## src/rtl/led_pkg.sv

```systemverilog
// Shared definitions for the RGB LED pattern sequencer: colour codes,
// controller states and pattern-entry field layout helpers.
package led_pkg;

  // Colour codes are active-high: bit0 = red, bit1 = green, bit2 = blue.
  localparam int COLOUR_W = 3;

  localparam logic [COLOUR_W-1:0] LED_OFF   = 3'b000;
  localparam logic [COLOUR_W-1:0] LED_RED   = 3'b001;
  localparam logic [COLOUR_W-1:0] LED_GREEN = 3'b010;
  localparam logic [COLOUR_W-1:0] LED_BLUE  = 3'b100;
  localparam logic [COLOUR_W-1:0] LED_WHITE = 3'b111;

  // Controller states.
  typedef enum logic {
    IDLE = 1'b0,
    RUN  = 1'b1
  } state_t;

  // A pattern entry is {colour, dur}; dur sits in the low bits.
  function automatic int entry_w(input int dur_w);
    return COLOUR_W + dur_w;
  endfunction

  function automatic int colour_lsb(input int dur_w);
    return dur_w;
  endfunction

endpackage

```

## src/rtl/tick_prescaler.sv

```systemverilog
// Free-running divider: counts 0..TICK_DIV-1 and pulses tick on the
// terminal count. clr holds the counter at 0 so the first tick after
// release comes exactly TICK_DIV cycles later.
module tick_prescaler #(
  parameter int TICK_DIV = 12000
) (
  input  logic clk,
  input  logic rst,
  input  logic clr,
  output logic tick
);

  localparam int CW = (TICK_DIV > 1) ? $clog2(TICK_DIV) : 1;
  localparam logic [CW-1:0] LAST = CW'(TICK_DIV - 1);

  logic [CW-1:0] cnt;

  // Divider counter with wrap on terminal count.
  always_ff @(posedge clk) begin
    if (rst || clr) begin
      cnt <= '0;
    end else if (cnt == LAST) begin
      cnt <= '0;
    end else begin
      cnt <= cnt + CW'(1);
    end
  end

  assign tick = !clr && (cnt == LAST);

endmodule

```

## src/rtl/rgb_led_sequencer.sv

```systemverilog
// Programmable colour-pattern scheduler for an active-low RGB LED.
// A small table of {colour, dur} steps is walked on a prescaled tick.
// The control core (state, idx, dur_cnt) decides at each edge; busy, done
// and the LED pins are a registered view of the core taken one edge later,
// so every output is a flop and the LED always shows the step idx held.
//
// Write port: wr_en is a one-cycle strobe with no back-pressure; when
// wr_en is high at a clock edge, wr_data is stored at wr_addr on that edge,
// in any state. Reads of the active entry see the new value from the
// following cycle.
module rgb_led_sequencer
  import led_pkg::*;
#(
  parameter int TICK_DIV = 12000,
  parameter int DEPTH    = 8,
  parameter int DUR_W    = 8,
  localparam int AW      = $clog2(DEPTH)
) (
  input  logic                      clk,
  input  logic                      rst,
  input  logic                      wr_en,
  input  logic [AW-1:0]             wr_addr,
  input  logic [COLOUR_W+DUR_W-1:0] wr_data,
  input  logic                      start,
  input  logic                      stop,
  input  logic                      loop,
  input  logic [AW-1:0]             end_idx,
  output logic                      busy,
  output logic                      done,
  output logic [AW-1:0]             idx,
  output logic                      r,
  output logic                      g,
  output logic                      b
);

  localparam int ENTRY_W = entry_w(DUR_W);
  localparam int COL_LSB = colour_lsb(DUR_W);

  // Pattern table, no reset: software fills it before starting.
  logic [ENTRY_W-1:0] pat_mem [DEPTH];

  // Core state.
  state_t           state, state_nx;
  logic [AW-1:0]    idx_q, idx_nx;
  logic [DUR_W-1:0] dur_cnt, dur_nx;
  logic             loop_q, loop_nx;
  logic [AW-1:0]    end_q, end_nx;
  logic             fin_q, fin_nx;

  // Active entry decode (asynchronous read by idx).
  logic [ENTRY_W-1:0]  cur_entry;
  logic [COLOUR_W-1:0] cur_colour;
  logic [DUR_W-1:0]    cur_dur;
  logic [DUR_W-1:0]    eff_dur;
  logic                step_end;
  logic                tick;

  assign cur_entry  = pat_mem[idx_q];
  assign cur_colour = cur_entry[COL_LSB +: COLOUR_W];
  assign cur_dur    = cur_entry[DUR_W-1:0];
  assign eff_dur    = (cur_dur == '0) ? DUR_W'(1) : cur_dur;
  // >= rather than == so that shrinking the active step's dur below the
  // running count still ends the step on the next tick.
  assign step_end   = (dur_cnt >= (eff_dur - DUR_W'(1)));

  // Prescaler is held cleared outside RUN so each run starts on a fresh phase.
  tick_prescaler #(
    .TICK_DIV(TICK_DIV)
  ) u_prescaler (
    .clk (clk),
    .rst (rst),
    .clr (state != RUN),
    .tick(tick)
  );

  // Table write port.
  always_ff @(posedge clk) begin
    if (wr_en) begin
      pat_mem[wr_addr] <= wr_data;
    end
  end

  // Core state register.
  always_ff @(posedge clk) begin
    if (rst) begin
      state   <= IDLE;
      idx_q   <= '0;
      dur_cnt <= '0;
      loop_q  <= 1'b0;
      end_q   <= '0;
      fin_q   <= 1'b0;
    end else begin
      state   <= state_nx;
      idx_q   <= idx_nx;
      dur_cnt <= dur_nx;
      loop_q  <= loop_nx;
      end_q   <= end_nx;
      fin_q   <= fin_nx;
    end
  end

  // Next-state logic: start/stop handling and step sequencing on ticks.
  always_comb begin
    state_nx = state;
    idx_nx   = idx_q;
    dur_nx   = dur_cnt;
    loop_nx  = loop_q;
    end_nx   = end_q;
    fin_nx   = 1'b0;
    case (state)
      IDLE: begin
        if (start && !stop) begin
          state_nx = RUN;
          loop_nx  = loop;
          end_nx   = end_idx;
          idx_nx   = '0;
          dur_nx   = '0;
        end
      end
      RUN: begin
        if (stop) begin
          state_nx = IDLE;
        end else if (tick) begin
          if (!step_end) begin
            dur_nx = dur_cnt + DUR_W'(1);
          end else if (idx_q != end_q) begin
            idx_nx = idx_q + AW'(1);
            dur_nx = '0;
          end else if (loop_q) begin
            idx_nx = '0;
            dur_nx = '0;
          end else begin
            state_nx = IDLE;
            fin_nx   = 1'b1;
          end
        end
      end
      default: begin
        state_nx = IDLE;
      end
    endcase
  end

  // Registered outputs: one-edge view of the core, LEDs dark outside RUN.
  always_ff @(posedge clk) begin
    if (rst) begin
      busy      <= 1'b0;
      done      <= 1'b0;
      {b, g, r} <= 3'b111;
    end else begin
      busy      <= (state == RUN);
      done      <= fin_q;
      {b, g, r} <= (state == RUN) ? ~cur_colour : 3'b111;
    end
  end

  assign idx = idx_q;

endmodule

```

## config.mk

```make
export PLATFORM = sky130hd
export DESIGN_NAME = rgb_led_sequencer
export DESIGN_NICKNAME = d
export VERILOG_FILES = /design/src/rtl/led_pkg.sv /design/src/rtl/tick_prescaler.sv /design/src/rtl/rgb_led_sequencer.sv
export SDC_FILE = /design/constraint.sdc
export NUM_CORES = 1
export LEC_CHECK = 0
export ABC_AREA = 1
export BUFFER_PORTS_ARGS = -buffer_cell sky130_fd_sc_hd__buf_4
export CAP_MARGIN = 10
export CORE_ASPECT_RATIO = 1.1
export CORE_UTILIZATION = 38
export DETAILED_ROUTE_END_ITERATION = 8
export HOLD_SLACK_MARGIN = 0.15
export PLACE_DENSITY = 0.61
export SLEW_MARGIN = 5
export SYNTH_ARGS = -nofsm -noshare
export SYNTH_HDL_FRONTEND = slang
export SYNTH_HIERARCHICAL = 1
export SYNTH_SLANG_ARGS = --single-unit
```

## constraint.sdc

```tcl
create_clock -name clk -period 3.7 [get_ports clk]
set_input_delay 0 -clock clk [delete_from_list [all_inputs] [get_ports clk]]
set_output_delay 0 -clock clk [all_outputs]
set_load 0.05 [all_outputs]
```

==> out/qor.yml <==
run_status:
  status: "finished, final reports clean"
synthesis:
  synth_common_cells: "143 x nand2_1, 88 x edfxtp_1, 84 x inv_1, 73 x nor2_1, 66 x nand3_1"
  synth-edff-count: 88
  syn_area_per_cell_um2: 9.265
  async_reset_ff_share_pct: 0
  syn_inst: 637
  ys_types: 35
  synthTopCellsByArea: "edfxtp_1 45%, dfxtp_1 13%, nand2_1 9.1%"
  post-synth-top-area-cell: "edfxtp_1"
  synth_top_area_share_pct: 44.77
  syn_nets: 672
  ys.flop_type: "edfxtp_1"
  synth_area_mm2: 0.005902
  synth.most_common_cell: "nand2_1"
  yosysSeqAreaShare_pct: 58.00
  ys_seq_elements: 127
  yosys_warnings: 6
clocking:
  clk_latency_ns: 0.41
  cts_tree: "done"
  cts_buffer_depth: 2
  cts_made_buffers: 17
  root_buffer: "clkbuf_16"
  clk_pin_slew_ns: 0.05
  clock_sinks: 127
  cts_max_level: 4
critical_path:
  crit_type: "register to register"
  path_cells: "buf_8 > nand2_1 > nand3_1 > nand3_1 > nand2_1 > nand2_2 > nor2_4 > a21boi_1 > ha_1 > xnor2_1 > inv_1 > ha_1 > nand2_1 > o21bai_1 > nand2_1 > nand2_2 > nand3_1 > nand2_1 > nand2_1 > a21oi_1"
  crit_buf_inv: 2
  cp_slowest_cell: "dfxtp_1"
  cp.required_ns: 4.03
  reg2reg_depth: 20
  crit_path_start_kind: "register"
  critPathMaxStageDelay_ns: 0.43
  cp-end-kind: "register"
  path_depth: 20
  path_max_fanout: 34
  cp.arrival_ns: 3.68
  crit_path_frequent_cell: "nand2_1"
  r2r_slack_ns: 0.35
  critPathTopFamily: "simple AND/OR/NAND/NOR gates"
pwr:
  switching_share_pct: 19.69
  pwr-share-seq_pct: 43.8
  power_density_mw_per_mm2: 494.6
  ir_worst_vdd_uv: 354.8
  p_switching_mw: 0.7058
  clockPowerShare_pct: 51.6
  p_int_mw: 2.879
  power.total_mw: 3.584
  p_leak_nw: 2.930
  combinationalPowerShare_pct: 4.6
sta:
  fmax_mhz: 298.5
  final.period_utilization_pct: 90.54
  fin_hold_ws_ns: 0.1719
  setup-tns-final_ns: 0
  rsz0062_at_grt: "no"
  finClkSkew_ns: 0.008267
  hold_viol: 0
  setup_violations: 0
  relSlewSlack_pct: 46.82
  layout_setup_ws_ns: 0.3500
  tightest_slew_ns: 0.7948
  post-route-min-period_ns: 3.350
  maxSlewViolCount: 0
floorplan:
  dieArea_mm2: 0.01603
  start_util_pct: 39.05
  core_mm2: 0.01511
  dieWidth_um: 120.8
  rows: 47
  die-height_um: 132.7
  io_pins: 31
placed_design:
  dp.cells: 856
  hpwl_um: 8112
  gp_routability_congestion: 0.8482
  dp_slack_ns: 0.08394
  io_buffers: 30
  placed_area_mm2: 0.006335
finish:
  finalNonFillerCells: 913
  utilization_pct: 47.95
  syn_to_final_growth_pct: 22.79
  nFillCells: 1375
  drive_gt1_share_pct: 13.25
  multi_input_area_mm2: 0.002019
  seq_area_mm2: 0.003423
  stdcell_area_mm2: 0.007247
  final_nets: 739
  antenna_cells: 0
flow_run:
  drv_cap: 0
route:
  wl_met2_um: 6509
  drt-met1-wl_um: 5664
  post-route-drc-count: 0
  drt-vias-per-instance: 4.899
  drt_iter0_drc: 297
  ant_nets: 0
  drtPass1Iterations: 5
  highest_layer: "met4"
  vias: 4473
  postRouteWirelength_um: 12920
  wl_met3_um: 442
  post_drt_wl_per_cell_um: 14.15
global_route:
  grt_use_total_pct: 17.47
  grt_pass1_wl_um: 21510
  grt_overflow_total: 0
  antenna_found_initial: 0
  grt_max_degree: 44
  grt_pass1_vias: 4468
worst_hold_path:
  hold_path_class: "primary input to register"
[worst min-delay path, stage by stage]
cell and delay [ns]:
buf_4 0.12, nand2_1 0.07, nor2_1 0.18
[flip-flops by register name (all words and copies together) (netlist names), named ones only]
register / count
dur_cnt: 8
done: 1
r: 1
fin_q: 1
u_prescaler/cnt: 14
state: 1
loop_q: 1
idx: 3
g: 1
busy: 1
pat_mem: 88
end_q: 3
b: 1
[layout make-up]
| type | count | area share (%) |
|---|---|---|
| inverter | 86 | 4.523 |
| clock buffer | 19 | 5.974 |
| clock inverter | 13 | 3.004 |
| timing repair buffer | 68 | 8.011 |
| sequential | 127 | 47.24 |
| multi-input combinational | 404 | 27.87 |
| tap | 196 | 3.384 |
[layer usage]
metal / track usage [%] / vias up
li1: - / 2233
met1: 20.81 / 2124
met2: 30.38 / 93
met3: 3.491 / 23
met4: 7.407 / 0
met5: 0 / -
[worst min path at each step]
stage / startpoint / end / slack [ns] / cells after the start
after floorplan: wr_data[0] / pat_mem[0][0] / 0.1 / 0
after global placement: wr_data[1] / pat_mem[6][1] / 0.24 / 1
after detailed placement: wr_data[9] / pat_mem[6][9] / 0.24 / 1
after CTS: wr_addr[2] / pat_mem[6][5] / 0.19 / 3
after global routing: wr_addr[2] / pat_mem[6][2] / 0.20 / 3
final: wr_addr[2] / pat_mem[6][6] / 0.17 / 3
[cell families after synthesis]
group	share of synthesized area, %
fa+ha+maj	2.544
buf+inv	7.844
simple gates	23.45
compound gates	6.233
flops	58.00
xor+xnor	1.929
[cell usage in the layout, fill, tap and decap left out, types with 2 or more instances in the layout]
cell	instances
nand2_1	142
edfxtp_1	88
inv_1	84
nor2_1	73
nand3_1	66
buf_4	42
dfxtp_1	39
a21oi_1	27
dlygate4sd3_1	25
o21ai_0	22
clkbuf_16	17
ha_1	12
nand2_2	10
xnor2_1	9
nand4_1	7
o221ai_1	6
bufinv_16	6
xor2_1	4
nand3_2	4
nor2_4	3
clkinv_1	3
nand3b_1	3
o21ai_1	2
o211ai_1	2
nor2_2	2
nor3_1	2
clkinv_2	2
clkbuf_1	2
[timing repair]
action,4_1_cts,5_1_grt
setup buffers,0,0
setup endpoints to repair,0,14
hold buffers,25,0
hold endpoints to repair,115,0
gates resized for setup,0,5
[power by group through the flow]
stage / combinational [mW] / sequential [mW] / clock [mW]
floorplan: 0.0805 / 1.60 / 0
global placement: 0.138 / 1.60 / 0
detailed placement: 0.142 / 1.60 / 0
CTS: 0.166 / 1.57 / 1.87
global route: 0.186 / 1.57 / 1.94
finish: 0.165 / 1.57 / 1.85
No activity file was read; power rests on OpenSTA's default activity.
